<file path="config.mk">
export PLATFORM = sky130hd
export DESIGN_NAME = cv32e40p_fault_handler
export DESIGN_NICKNAME = d
export VERILOG_FILES = /design/src/rtl/cv32e40p_fault_handler.sv
export SDC_FILE = /design/constraint.sdc
export NUM_CORES = 1
export LEC_CHECK = 0
export CORE_MARGIN = 5
export CORE_UTILIZATION = 25
export CTS_CLUSTER_SIZE = 25
export DETAILED_ROUTE_END_ITERATION = 6
export PLACE_DENSITY_LB_ADDON = 0.12
export SLEW_MARGIN = 20
export SYNTH_ARGS = -nofsm -noshare
export SYNTH_HDL_FRONTEND = slang
export SYNTH_SLANG_ARGS = --single-unit
</file>
<file path="constraint.sdc">
create_clock -name clk -period 5.35 [get_ports clk]
set_input_delay 1.605 -clock clk [delete_from_list [all_inputs] [get_ports clk]]
set_output_delay 1.605 -clock clk [all_outputs]
set_load 0.03 [all_outputs]
</file>
<file path="src/rtl/cv32e40p_fault_handler.sv">
// Single sink for the TMR voter fault flags: sticky status, saturating per-unit
// counters, one flush/replay request per episode and fatal escalation on repeat.
module cv32e40p_fault_handler #(
    parameter int unsigned NUNITS = 4,
    parameter int unsigned CNT_W  = 8,
    parameter int unsigned WINDOW = 16,
    localparam int unsigned SEL_W = (NUNITS > 1) ? $clog2(NUNITS) : 1
) (
    input  logic              clk,
    input  logic              rst,
    input  logic [NUNITS-1:0] fault_i,
    input  logic [NUNITS-1:0] mask_i,
    input  logic              retry_ack_i,
    input  logic              clear_i,
    input  logic [SEL_W-1:0]  cnt_sel_i,
    output logic              retry_req_o,
    output logic [NUNITS-1:0] fault_unit_o,
    output logic [NUNITS-1:0] sticky_o,
    output logic [CNT_W-1:0]  cnt_o,
    output logic              fatal_o
);

    localparam int unsigned TIMER_W = 8;

    typedef enum logic [1:0] {
        S_IDLE   = 2'd0,
        S_REQ    = 2'd1,
        S_WINDOW = 2'd2,
        S_FATAL  = 2'd3
    } state_e;

    state_e              state_q, state_d;
    logic [NUNITS-1:0]   cause_q, cause_d;
    logic [TIMER_W-1:0]  timer_q, timer_d;
    logic [NUNITS-1:0]   sticky_q, sticky_d;
    logic [CNT_W-1:0]    cnt_q [NUNITS];
    logic [CNT_W-1:0]    cnt_d [NUNITS];
    logic                retry_req_q, retry_req_d;
    logic                fatal_q, fatal_d;
    logic [NUNITS-1:0]   f;

    assign f = fault_i & ~mask_i;

    // Sticky status and saturating counters run in every state, FATAL included.
    always_comb begin
        sticky_d = clear_i ? f : (sticky_q | f);
        for (int i = 0; i < NUNITS; i++) begin
            cnt_d[i] = cnt_q[i];
            if (clear_i) begin
                cnt_d[i] = CNT_W'(f[i]);
            end else if (f[i] && (cnt_q[i] != {CNT_W{1'b1}})) begin
                cnt_d[i] = cnt_q[i] + CNT_W'(1);
            end
        end
    end

    // Episode FSM: a repeat fault on an already-replayed unit inside the window is fatal.
    always_comb begin
        state_d = state_q;
        cause_d = cause_q;
        timer_d = timer_q;
        case (state_q)
            S_IDLE: begin
                if (f != '0) begin
                    state_d = S_REQ;
                    cause_d = f;
                end
            end
            S_REQ: begin
                cause_d = cause_q | f;
                if (retry_ack_i) begin
                    state_d = S_WINDOW;
                    timer_d = TIMER_W'(WINDOW);
                end
            end
            S_WINDOW: begin
                timer_d = timer_q - TIMER_W'(1);
                if ((f & cause_q) != '0) begin
                    state_d = S_FATAL;
                    timer_d = '0;
                end else if (f != '0) begin
                    state_d = S_REQ;
                    cause_d = f;
                    timer_d = '0;
                end else if (timer_q == TIMER_W'(1)) begin
                    state_d = S_IDLE;
                    cause_d = '0;
                end
            end
            S_FATAL: begin
                state_d = S_FATAL;
            end
            default: begin
                state_d = S_IDLE;
                cause_d = '0;
                timer_d = '0;
            end
        endcase
        retry_req_d = (state_d == S_REQ);
        fatal_d     = (state_d == S_FATAL);
    end

    always_ff @(posedge clk) begin
        if (rst) begin
            state_q     <= S_IDLE;
            cause_q     <= '0;
            timer_q     <= '0;
            sticky_q    <= '0;
            retry_req_q <= 1'b0;
            fatal_q     <= 1'b0;
            for (int i = 0; i < NUNITS; i++) begin
                cnt_q[i] <= '0;
            end
        end else begin
            state_q     <= state_d;
            cause_q     <= cause_d;
            timer_q     <= timer_d;
            sticky_q    <= sticky_d;
            retry_req_q <= retry_req_d;
            fatal_q     <= fatal_d;
            for (int i = 0; i < NUNITS; i++) begin
                cnt_q[i] <= cnt_d[i];
            end
        end
    end

    // Read mux; selects beyond the last unit read as zero.
    always_comb begin
        cnt_o = '0;
        if (32'(cnt_sel_i) < NUNITS) begin
            cnt_o = cnt_q[cnt_sel_i];
        end
    end

    assign retry_req_o  = retry_req_q;
    assign fatal_o      = fatal_q;
    assign fault_unit_o = cause_q;
    assign sticky_o     = sticky_q;

endmodule
</file>
==> results of run 1 <==
cell families after synthesis:
kind of cell | synth area share
xor+xnor | 0.0718
fa+ha+maj | 0.0513
simple gates | 0.230
flops | 0.388
buf+inv | 0.0336
compound gates | 0.150
mux | 0.0746
layer usage:
metal | share of wire | vias to the layer above
met3 | 0.030 | 6
met5 | 0 | -
met2 | 0.45 | 26
li1 | - | 1143
met4 | 0.012 | 0
met1 | 0.51 | 1043
power groups by stage:
stage	Clock, mW	Sequential (mW)	Combinational [mW]
final	0.237	0.407	0.112
after global routing	0.267	0.409	0.124
after CTS	0.251	0.408	0.113
after detailed placement	0	0.417	0.112
after global placement	0	0.417	0.113
after floorplan	0	0.424	0.0614
final cells by class:
type / instances / share of cell area
Tap cell: 136 / 0.0527
Sequential cell: 52 / 0.322
Clock buffer: 7 / 0.0267
Inverter: 9 / 0.0105
Timing Repair Buffer: 35 / 0.105
Multi-Input combinational cell: 225 / 0.480
Clock inverter: 1 / 0.00232
state kept, by name, summed over array words and instances, names as in the netlist:
signal,flops
fatal_o,1
state_q,2
cnt_q,32
fault_unit_o,4
retry_req_o,1
sticky_o,4
timer_q,8
placed cells by master (no fill, tap or decap), types with 2 or more instances in the layout:
master / count
a211oi_1: 3
clkdlybuf4s50_1: 31
nand4b_1: 3
nor3b_1: 2
o31a_1: 2
a31oi_1: 4
inv_1: 9
o21a_1: 3
and4_1: 4
nor4_1: 2
nor3_1: 5
nand3b_1: 4
mux2i_1: 2
nand4_1: 12
clkbuf_8: 6
o21ai_0: 8
nand2_1: 20
a311oi_1: 6
and3_1: 4
nand2b_1: 5
a22o_1: 4
xor2_1: 14
buf_4: 4
ha_1: 11
xnor2_1: 8
nor2b_1: 5
nand3_1: 8
nor2_1: 40
a41oi_1: 2
mux4_2: 8
dfxtp_1: 52
a21oi_1: 25
worst reg2reg max path, stage by stage, from the launching register on:
cell       delay [ns]
dfxtp_1          0.42
inv_1            0.09
ha_1             0.26
inv_1            0.17
a41oi_1          0.11
a2111oi_0        0.83
buf_4            0.24
a22o_1           0.13
per-stage QoR:
step                      utilization  worst slack (ns)  total power, mW
after global placement          0.301             0.279            0.530
after CTS                       0.310             0.277            0.772
after floorplan                     -              1.14            0.485
final                           0.310             0.290            0.756
after detailed placement        0.301             0.269            0.529
after global routing            0.310             0.195            0.800
path summary, 6_finish.rpt:
check / depth (start not counted) / start / to
min: 2 / timer_q[4] / timer_q[4]
max: 3 / cnt_sel_i[0] / cnt_o[1]
min reg2reg: 2 / timer_q[4] / timer_q[4]
max reg2reg: 7 / state_q[0] / fault_unit_o[0]
cell usage after synthesis (2+ instances only):
cell	n
dfxtp_1	52
nor2_1	40
a21oi_1	25
nand2_1	20
xor2_1	14
nand4_1	12
ha_1	11
inv_1	9
clkbuf_1	8
mux4_2	8
nand3_1	8
o21ai_0	8
xnor2_1	8
a311oi_1	6
nand2b_1	5
nor2b_1	5
nor3_1	5
a22o_1	4
a31oi_1	4
and3_1	4
and4_1	4
nand3b_1	4
a211oi_1	3
nand4b_1	3
o21a_1	3
a41oi_1	2
buf_6	2
mux2i_1	2
nor3b_1	2
nor4_1	2
o31a_1	2
==> flow_results.xml, run 1 <==
<?xml version="1.0" encoding="UTF-8"?>
<metrics>
  <group name="outcome">
    <metric name="result_of_the_run" unit="">complete, no violations</metric>
  </group>
  <group name="power">
    <metric name="clockPowerShare" unit="">0.313</metric>
    <metric name="fraction_of_power_spent_switching_nets" unit="">0.271</metric>
    <metric name="vdd_drop_max" unit="uV">87.1</metric>
    <metric name="power.share.sequential" unit="">0.539</metric>
    <metric name="internal-power" unit="mW">0.551</metric>
    <metric name="power.combinational.fraction" unit="">0.148</metric>
    <metric name="leakagePower" unit="nW">1.08</metric>
    <metric name="power_per_cell_area" unit="nW/um2">234</metric>
    <metric name="p_switching" unit="mW">0.205</metric>
  </group>
  <group name="drt">
    <metric name="number_of_nets_with_antenna_violations_after_detailed_routing" unit="">0</metric>
    <metric name="drt_first_pass_iters" unit="">4</metric>
    <metric name="drt_first_iter_violations" unit="">90</metric>
    <metric name="via_per_inst" unit="">4.77</metric>
    <metric name="drc" unit="">0</metric>
    <metric name="routed_via_count" unit="">2218</metric>
    <metric name="wl" unit="um">6920</metric>
    <metric name="post_drt_wl_per_cell" unit="um">14.9</metric>
  </group>
  <group name="sta">
    <metric name="timing.setup.tns" unit="ns">0</metric>
    <metric name="grt_setup_unrepaired" unit="">no</metric>
    <metric name="final.min_clock_period" unit="ns">5.06</metric>
    <metric name="post-route-period-util" unit="">0.946</metric>
    <metric name="finClkSkew" unit="ns">0.00982</metric>
    <metric name="setup_viol" unit="">0</metric>
    <metric name="achievable-frequency" unit="GHz">0.198</metric>
    <metric name="report.final.hold_viol_count" unit="">0</metric>
    <metric name="worst-slew-pin-transition" unit="ns">0.914</metric>
    <metric name="finalHoldWorstSlack" unit="ns">0.494</metric>
    <metric name="slew_viol_final" unit="">0</metric>
    <metric name="maxSlewHeadroom" unit="">0.375</metric>
  </group>
  <group name="critical_path">
    <metric name="timing.critical_path.from_type" unit="">input pin</metric>
    <metric name="endpoint_kind" unit="">primary output</metric>
    <metric name="cp.required" unit="ns">3.74</metric>
    <metric name="worst-path-buf-inv" unit="">2</metric>
    <metric name="worst_path_max_delay_cell" unit="">clkdlybuf4s50_1</metric>
    <metric name="cp_max_fo" unit="">6</metric>
    <metric name="crit_family" unit="">buffers and inverters</metric>
    <metric name="critical_path.most_common_cell" unit="">clkdlybuf4s50_1</metric>
    <metric name="max_stage_delay" unit="ns">0.66</metric>
    <metric name="crit_chain" unit="">clkdlybuf4s50_1 -&gt; mux4_2 -&gt; clkdlybuf4s50_1</metric>
    <metric name="rrSetupSlack" unit="ns">3.05</metric>
    <metric name="crit_arrival" unit="ns">3.45</metric>
    <metric name="critical_path_class" unit="">in -&gt; out</metric>
  </group>
  <group name="clocking">
    <metric name="cts_clk_pin_slew_worst_paths" unit="ns">0.10</metric>
    <metric name="cts-resized-gates" unit="">0</metric>
    <metric name="cts-hold-fix-buffers" unit="">0</metric>
    <metric name="tritoncts" unit="">built</metric>
    <metric name="cts_max_path_buffers" unit="">2</metric>
    <metric name="htree_num_levels" unit="">2</metric>
    <metric name="numCtsBuffers" unit="">5</metric>
    <metric name="clk_root_buffer_cell" unit="">clkbuf_8</metric>
    <metric name="setup_bufs_post_cts" unit="">0</metric>
    <metric name="cts_num_sinks" unit="">52</metric>
    <metric name="clk_latency" unit="ns">0.30</metric>
  </group>
  <group name="die">
    <metric name="ios" unit="">32</metric>
    <metric name="die-width" unit="um">114</metric>
    <metric name="placementRows" unit="">37</metric>
    <metric name="floorplan.die_area" unit="um2">12900</metric>
    <metric name="dieHeight" unit="um">114</metric>
    <metric name="floorplan.core_area" unit="um2">10400</metric>
    <metric name="initial_utilization" unit="">0.258</metric>
  </group>
  <group name="yosys">
    <metric name="synth_cell_types" unit="">43</metric>
    <metric name="ys_seq_area_frac" unit="">0.388</metric>
    <metric name="synthesis.area" unit="um2">2680</metric>
    <metric name="yosys-top-cells-area" unit="">dfxtp_1 (39%), mux4_2 (6.7%), nor2_1 (5.6%), ha_1 (5.1%), a21oi_1 (4.7%)</metric>
    <metric name="netlist.top_cell.by_area" unit="">dfxtp_1</metric>
    <metric name="netlist_instances" unit="">297</metric>
    <metric name="synth_largest_type_area_fraction" unit="">0.388</metric>
    <metric name="syn_area_per_cell" unit="um2">9.03</metric>
    <metric name="postSynth.asyncResetShare" unit="">0</metric>
    <metric name="postSynthNetCount" unit="">322</metric>
    <metric name="synth_enable_flop_cells" unit="">0</metric>
    <metric name="synth-main-ff-cell" unit="">dfxtp_1</metric>
    <metric name="count_of_synthesis_stage_warnings_from_yosys" unit="">0</metric>
    <metric name="flop_and_latch_count_out_of_synthesis" unit="">52</metric>
  </group>
  <group name="grt">
    <metric name="pin_count_of_the_biggest_net_entering_global_routing" unit="">29</metric>
    <metric name="globalRouteMet3Util" unit="">0.0239</metric>
    <metric name="global_route.overflow_total" unit="">0</metric>
    <metric name="via_count_of_the_first_global_routing_pass" unit="">2217</metric>
    <metric name="grt.met1_usage" unit="">0.157</metric>
    <metric name="antenna_found_initial" unit="">0</metric>
    <metric name="grt_pass1_wl" unit="um">11600</metric>
    <metric name="gr-usage-all-layers" unit="">0.112</metric>
    <metric name="busiest_layer" unit="">met2</metric>
    <metric name="gr-usage-met2" unit="">0.173</metric>
  </group>
  <group name="final_layout">
    <metric name="fin_area" unit="um2">3230</metric>
    <metric name="final-instance-count-excl-fill" unit="">465</metric>
    <metric name="multiInputGateArea" unit="um2">1550</metric>
    <metric name="antenna-diode-count" unit="">0</metric>
    <metric name="footprint_of_the_flip_flops_and_latches" unit="um2">1040</metric>
    <metric name="area_delta_synth_final" unit="%">20.4</metric>
    <metric name="filler_cell_count" unit="">1127</metric>
    <metric name="drive_gt1_frac" unit="">0.0669</metric>
    <metric name="nNetsFinal" unit="">353</metric>
  </group>
  <group name="placed_design">
    <metric name="numPortBuffers" unit="">31</metric>
    <metric name="place.detailed.instances" unit="">457</metric>
    <metric name="detailedPlacementHpwl" unit="um">5210</metric>
    <metric name="gp_congestion" unit="">0.773</metric>
    <metric name="dpl_cell_area" unit="um2">3140</metric>
  </group>
  <group name="job">
    <metric name="drv_cap" unit="">0</metric>
  </group>
  <group name="min_path">
    <metric name="worst_hold_path_type" unit="">reg -&gt; reg</metric>
  </group>
</metrics>
Note: power is estimated with default switching activity, not from simulation.
==> inputs of run 2 (changes only) <==
--- a/config.mk
+++ b/config.mk
@@ -6,7 +6,7 @@
 export NUM_CORES = 1
 export LEC_CHECK = 0
 export CORE_MARGIN = 5
-export CORE_UTILIZATION = 25
+export CORE_UTILIZATION = 45
 export CTS_CLUSTER_SIZE = 25
 export DETAILED_ROUTE_END_ITERATION = 6
 export PLACE_DENSITY_LB_ADDON = 0.12
==> flow_results.xml, run 2 (same netlist as run 1, synthesis figures left out) <==
<?xml version="1.0" encoding="UTF-8"?>
<metrics>
  <group name="drt">
    <metric name="wl" unit="um">6260</metric>
    <metric name="drt_first_iter_violations" unit="">111</metric>
    <metric name="post_drt_wl_per_cell" unit="um">15.5</metric>
    <metric name="via_per_inst" unit="">5.61</metric>
    <metric name="drc" unit="">0</metric>
    <metric name="routed_via_count" unit="">2260</metric>
    <metric name="number_of_nets_with_antenna_violations_after_detailed_routing" unit="">0</metric>
    <metric name="drt_first_pass_iters" unit="">4</metric>
  </group>
  <group name="sta">
    <metric name="report.final.hold_viol_count" unit="">0</metric>
    <metric name="post-route-period-util" unit="">0.954</metric>
    <metric name="setup_viol" unit="">0</metric>
    <metric name="timing.final.ws_setup" unit="ns">0.244</metric>
    <metric name="maxSlewHeadroom" unit="">0.518</metric>
    <metric name="slew_viol_final" unit="">0</metric>
    <metric name="final.min_clock_period" unit="ns">5.11</metric>
    <metric name="grt_setup_unrepaired" unit="">no</metric>
    <metric name="finClkSkew" unit="ns">0.0103</metric>
    <metric name="finalHoldWorstSlack" unit="ns">0.491</metric>
    <metric name="worst-slew-pin-transition" unit="ns">0.715</metric>
    <metric name="timing.setup.tns" unit="ns">0</metric>
    <metric name="achievable-frequency" unit="GHz">0.196</metric>
  </group>
  <group name="die">
    <metric name="floorplan.die_area" unit="um2">7610</metric>
    <metric name="ios" unit="">32</metric>
    <metric name="dieHeight" unit="um">87.2</metric>
    <metric name="floorplan.core_area" unit="um2">5850</metric>
    <metric name="die-width" unit="um">87.2</metric>
    <metric name="placementRows" unit="">28</metric>
    <metric name="initial_utilization" unit="">0.459</metric>
  </group>
  <group name="critical_path">
    <metric name="worstReg2RegStart" unit="">cnt_q[0][0]</metric>
    <metric name="critical_path.most_common_cell" unit="">clkdlybuf4s50_1</metric>
    <metric name="worst_path_max_delay_cell" unit="">clkdlybuf4s50_1</metric>
    <metric name="cp_max_fo" unit="">8</metric>
    <metric name="worst_r2r_path_depth" unit="">6</metric>
    <metric name="crit_arrival" unit="ns">3.50</metric>
    <metric name="worstReg2RegEnd" unit="">cnt_q[0][3]</metric>
    <metric name="crit_chain" unit="">clkdlybuf4s50_1 -&gt; mux4_2 -&gt; clkdlybuf4s50_1</metric>
    <metric name="critical_path_class" unit="">in -&gt; out</metric>
    <metric name="timing.critical_path.from_type" unit="">input pin</metric>
    <metric name="rrSetupSlack" unit="ns">3.43</metric>
    <metric name="cp.required" unit="ns">3.74</metric>
    <metric name="max_stage_delay" unit="ns">0.71</metric>
    <metric name="endpoint_kind" unit="">primary output</metric>
  </group>
  <group name="min_path">
    <metric name="hold_path_startpoint" unit="">timer_q[4]</metric>
    <metric name="hold_end" unit="">timer_q[4]</metric>
    <metric name="hold_depth" unit="">2</metric>
    <metric name="worst_hold_path_type" unit="">reg -&gt; reg</metric>
  </group>
  <group name="grt">
    <metric name="grt_pass1_wl" unit="um">10600</metric>
    <metric name="via_count_of_the_first_global_routing_pass" unit="">2091</metric>
    <metric name="gr-usage-all-layers" unit="">0.178</metric>
    <metric name="global_route.overflow_total" unit="">0</metric>
    <metric name="antenna_found_initial" unit="">0</metric>
    <metric name="pin_count_of_the_biggest_net_entering_global_routing" unit="">29</metric>
  </group>
  <group name="placed_design">
    <metric name="gp_congestion" unit="">0.777</metric>
    <metric name="detailedPlace.worstSlack" unit="ns">0.217</metric>
    <metric name="place.detailed.instances" unit="">395</metric>
    <metric name="dpl_cell_area" unit="um2">3050</metric>
    <metric name="numPortBuffers" unit="">31</metric>
    <metric name="detailedPlacementHpwl" unit="um">4620</metric>
  </group>
  <group name="final_layout">
    <metric name="area_delta_synth_final" unit="%">18.5</metric>
    <metric name="antenna-diode-count" unit="">0</metric>
    <metric name="utilization" unit="">0.543</metric>
    <metric name="most_frequent_cells_in_the_layout" unit="">dfxtp_1 (52), nor2_1 (40), clkdlybuf4s50_1 (31)</metric>
    <metric name="regMostFlops" unit="">cnt_q</metric>
    <metric name="max_ffs_per_register" unit="">32</metric>
    <metric name="drive_gt1_frac" unit="">0.0671</metric>
    <metric name="reg_top3" unit="">cnt_q (32), timer_q (8)</metric>
    <metric name="nNetsFinal" unit="">352</metric>
    <metric name="fin_area" unit="um2">3180</metric>
    <metric name="mostFrequentLayoutCell" unit="">dfxtp_1</metric>
    <metric name="final-instance-count-excl-fill" unit="">403</metric>
  </group>
  <group name="clocking">
    <metric name="clk_latency" unit="ns">0.31</metric>
    <metric name="cts_num_sinks" unit="">52</metric>
    <metric name="cts_clk_pin_slew_worst_paths" unit="ns">0.09</metric>
    <metric name="clk_root_buffer_cell" unit="">clkbuf_8</metric>
    <metric name="cts-resized-gates" unit="">0</metric>
    <metric name="cts_max_path_buffers" unit="">2</metric>
    <metric name="setup_bufs_post_cts" unit="">0</metric>
    <metric name="numCtsBuffers" unit="">5</metric>
    <metric name="cts-hold-fix-buffers" unit="">0</metric>
    <metric name="htree_num_levels" unit="">2</metric>
    <metric name="tritoncts" unit="">built</metric>
  </group>
  <group name="outcome">
    <metric name="result_of_the_run" unit="">complete, no violations</metric>
  </group>
  <group name="power">
    <metric name="power_per_cell_area" unit="nW/um2">256</metric>
    <metric name="total_power" unit="mW">0.812</metric>
    <metric name="vdd_drop_max" unit="uV">133</metric>
    <metric name="leakagePower" unit="nW">1.10</metric>
  </group>
  <group name="job">
    <metric name="drv_cap" unit="">0</metric>
  </group>
</metrics>
-- run 2: changes by cell type in the layout (fill, tap and decap cells not counted), sizes merged --
cell	change
buf	-1
bufinv	+1
clkinvlp	-1
-- run 2: worst max path at each step --
stage,slack [ns],depth (start not counted),start,endpoint
CTS,0.22,3,cnt_sel_i[0],cnt_o[1]
floorplan,1.14,2,cnt_sel_i[1],cnt_o[0]
global route,0.14,3,cnt_sel_i[0],cnt_o[1]
finish,0.24,3,cnt_sel_i[0],cnt_o[1]
global placement,0.23,3,cnt_sel_i[0],cnt_o[1]
detailed placement,0.22,3,cnt_sel_i[0],cnt_o[1]
-- run 2: where the power goes --
part           leakage, nW  switching, mW  internal [mW]
clock               0.0645          0.130          0.165
combinational        0.612         0.0619         0.0480
sequential           0.422         0.0101          0.397
-- run 2: area by class of cell --
cell class	count	area, um2
Tap cell	75	93.8
Sequential cell	52	1040
Multi-Input combinational cell	225	1550
Clock buffer	7	96.3
Timing Repair Buffer	34	333
Inverter	9	33.8
Clock inverter	1	30.0
Fill cell	561	2670
-- run 2: metal layers --
metal / track usage / part of all wire / up-vias
li1: - / - / 1133
met1: 0.270 / 0.51 / 1084
met3: 0.0331 / 0.047 / 6
met4: 0.0544 / 0.013 / 0
met5: 0 / 0 / -
met2: 0.254 / 0.43 / 37
-- run 2: critical path: cells and delay by family --
kind,cells,cell delay [ns]
muxes,1,0.58
buffers and inverters,2,1.32
==> inputs of run 3 (changes only) <==
--- a/config.mk
+++ b/config.mk
@@ -5,6 +5,8 @@
 export SDC_FILE = /design/constraint.sdc
 export NUM_CORES = 1
 export LEC_CHECK = 0
+export ABC_CLOCK_PERIOD_IN_PS = 5430
+export CAP_MARGIN = 5
 export CORE_MARGIN = 5
 export CORE_UTILIZATION = 45
 export CTS_CLUSTER_SIZE = 25
==> constraint.sdc (replaced) <==
create_clock -name clk -period 5.43 [get_ports clk]
set_input_delay 1.629 -clock clk [delete_from_list [all_inputs] [get_ports clk]]
set_output_delay 1.629 -clock clk [all_outputs]
set_load 0.03 [all_outputs]
==> flow_results.xml, run 3 (same netlist as run 1, synthesis figures left out) <==
<?xml version="1.0" encoding="UTF-8"?>
<metrics>
  <group name="placed_design">
    <metric name="numPortBuffers" unit="">31</metric>
    <metric name="dpl_cell_area" unit="um2">3050</metric>
    <metric name="gp_congestion" unit="">0.778</metric>
    <metric name="detailedPlacementHpwl" unit="um">4600</metric>
  </group>
  <group name="final_layout">
    <metric name="antenna-diode-count" unit="">0</metric>
    <metric name="regMostFlops" unit="">cnt_q</metric>
    <metric name="mostFrequentLayoutCell" unit="">dfxtp_1</metric>
    <metric name="reg_top3" unit="">cnt_q (32), timer_q (8)</metric>
    <metric name="drive_gt1_frac" unit="">0.0671</metric>
    <metric name="fin_area" unit="um2">3160</metric>
    <metric name="max_ffs_per_register" unit="">32</metric>
    <metric name="most_frequent_cells_in_the_layout" unit="">dfxtp_1 (52), nor2_1 (40), clkdlybuf4s50_1 (31)</metric>
    <metric name="nNetsFinal" unit="">352</metric>
    <metric name="area_delta_synth_final" unit="%">18.0</metric>
  </group>
  <group name="drt">
    <metric name="drt_first_pass_iters" unit="">4</metric>
    <metric name="number_of_nets_with_antenna_violations_after_detailed_routing" unit="">0</metric>
    <metric name="drt-met1-wl" unit="um">3150</metric>
    <metric name="wl" unit="um">6170</metric>
    <metric name="drc" unit="">0</metric>
    <metric name="drt_first_iter_violations" unit="">119</metric>
    <metric name="highest_layer" unit="">met4</metric>
    <metric name="post_drt_wl_per_cell" unit="um">15.3</metric>
    <metric name="routed_via_count" unit="">2239</metric>
    <metric name="via_per_inst" unit="">5.56</metric>
    <metric name="wl_met2" unit="um">2650</metric>
    <metric name="detailroute.wirelength.met3" unit="um">267</metric>
  </group>
  <group name="sta">
    <metric name="post-route-period-util" unit="">0.951</metric>
    <metric name="report.final.hold_viol_count" unit="">0</metric>
    <metric name="setup_viol" unit="">0</metric>
    <metric name="finClkSkew" unit="ns">0.00410</metric>
    <metric name="timing.setup.tns" unit="ns">0</metric>
    <metric name="slew_viol_final" unit="">0</metric>
    <metric name="worst-slew-pin-transition" unit="ns">0.765</metric>
    <metric name="final.min_clock_period" unit="ns">5.16</metric>
    <metric name="finalHoldWorstSlack" unit="ns">0.487</metric>
    <metric name="maxSlewHeadroom" unit="">0.484</metric>
    <metric name="grt_setup_unrepaired" unit="">no</metric>
    <metric name="achievable-frequency" unit="GHz">0.194</metric>
  </group>
  <group name="die">
    <metric name="ios" unit="">32</metric>
    <metric name="floorplan.die_area" unit="um2">7610</metric>
    <metric name="initial_utilization" unit="">0.459</metric>
    <metric name="placementRows" unit="">28</metric>
    <metric name="dieHeight" unit="um">87.2</metric>
    <metric name="floorplan.core_area" unit="um2">5850</metric>
    <metric name="die-width" unit="um">87.2</metric>
  </group>
  <group name="critical_path">
    <metric name="worst_path_max_delay_cell" unit="">clkdlybuf4s50_1</metric>
    <metric name="critical_path.most_common_cell" unit="">clkdlybuf4s50_1</metric>
    <metric name="crit_arrival" unit="ns">3.53</metric>
    <metric name="crit_chain" unit="">clkdlybuf4s50_1 -&gt; mux4_2 -&gt; clkdlybuf4s50_1</metric>
    <metric name="critical_path_class" unit="">in -&gt; out</metric>
    <metric name="cp.required" unit="ns">3.80</metric>
    <metric name="timing.critical_path.from_type" unit="">input pin</metric>
    <metric name="max_stage_delay" unit="ns">0.72</metric>
    <metric name="endpoint_kind" unit="">primary output</metric>
    <metric name="cp_max_fo" unit="">8</metric>
  </group>
  <group name="clocking">
    <metric name="cts_max_path_buffers" unit="">2</metric>
    <metric name="cts-resized-gates" unit="">0</metric>
    <metric name="tritoncts" unit="">built</metric>
    <metric name="cts_clk_pin_slew_worst_paths" unit="ns">0.09</metric>
    <metric name="clk_root_buffer_cell" unit="">clkbuf_8</metric>
    <metric name="cts_num_sinks" unit="">52</metric>
    <metric name="htree_num_levels" unit="">2</metric>
    <metric name="numCtsBuffers" unit="">5</metric>
    <metric name="cts-hold-fix-buffers" unit="">0</metric>
    <metric name="clk_latency" unit="ns">0.31</metric>
    <metric name="setup_bufs_post_cts" unit="">0</metric>
  </group>
  <group name="grt">
    <metric name="antenna_found_initial" unit="">0</metric>
    <metric name="gr-usage-all-layers" unit="">0.175</metric>
    <metric name="grt_pass1_wl" unit="um">10400</metric>
    <metric name="pin_count_of_the_biggest_net_entering_global_routing" unit="">29</metric>
    <metric name="global_route.overflow_total" unit="">0</metric>
    <metric name="via_count_of_the_first_global_routing_pass" unit="">2117</metric>
  </group>
  <group name="job">
    <metric name="drv_cap" unit="">0</metric>
  </group>
  <group name="min_path">
    <metric name="worst_hold_path_type" unit="">reg -&gt; reg</metric>
  </group>
  <group name="power">
    <metric name="leakagePower" unit="nW">1.09</metric>
    <metric name="power_per_cell_area" unit="nW/um2">246</metric>
    <metric name="vdd_drop_max" unit="uV">142</metric>
    <metric name="total_power" unit="mW">0.777</metric>
  </group>
  <group name="outcome">
    <metric name="result_of_the_run" unit="">complete, no violations</metric>
  </group>
</metrics>
## run 3: cell types whose count changed in the layout (fill, tap and decap cells not counted), sizes merged
cell,before,now
clkinvlp,0,1
clkinv,0,1
clkbuf,7,5
## run 3: final cells by class
class                   count  area (um2)
flip-flops and latches     52        1040
clock inverters             3        42.5
fillers                   563        2690
inverters                   9        33.8
repair buffers             34         333
multi-input cells         225        1550
well taps                  75        93.8
clock buffers               5        68.8
## run 3: where the power goes
group | switching, mW | leakage, nW | internal [mW]
Combinational | 0.0612 | 0.612 | 0.0473
Sequential | 0.00994 | 0.422 | 0.391
Clock | 0.131 | 0.0541 | 0.137
Total | 0.202 | 1.09 | 0.575
## run 3: per-layer routing
layer / global-route usage / up-vias
met4: 0.0544 / 0
met3: 0.0360 / 10
met5: 0 / -
li1: - / 1136
met1: 0.255 / 1052
met2: 0.259 / 41
## run 3: final timing paths
kind              cells past startpoint         start         endpoint  slack [ns]
setup / recovery                      3  cnt_sel_i[0]         cnt_o[1]        0.27
setup reg to reg                      7    state_q[0]  fault_unit_o[3]        3.50
hold / removal                        2    timer_q[4]       timer_q[4]        0.49
hold reg to reg                       2    timer_q[4]       timer_q[4]        0.49
## run 3: stage by stage
step	std cells	setup WS, ns	utilization
floorplan	297	1.17	-
global placement	395	0.260	0.522
detailed placement	395	0.251	0.522
CTS	403	0.251	0.541
global route	403	0.164	0.541
finish	403	0.269	0.541
## run 3: worst max-delay path, delay by kind of cell
| kind | cells | cell delay, ns |
|---|---|---|
| mux | 1 | 0.57 |
| buf+inv | 2 | 1.33 |
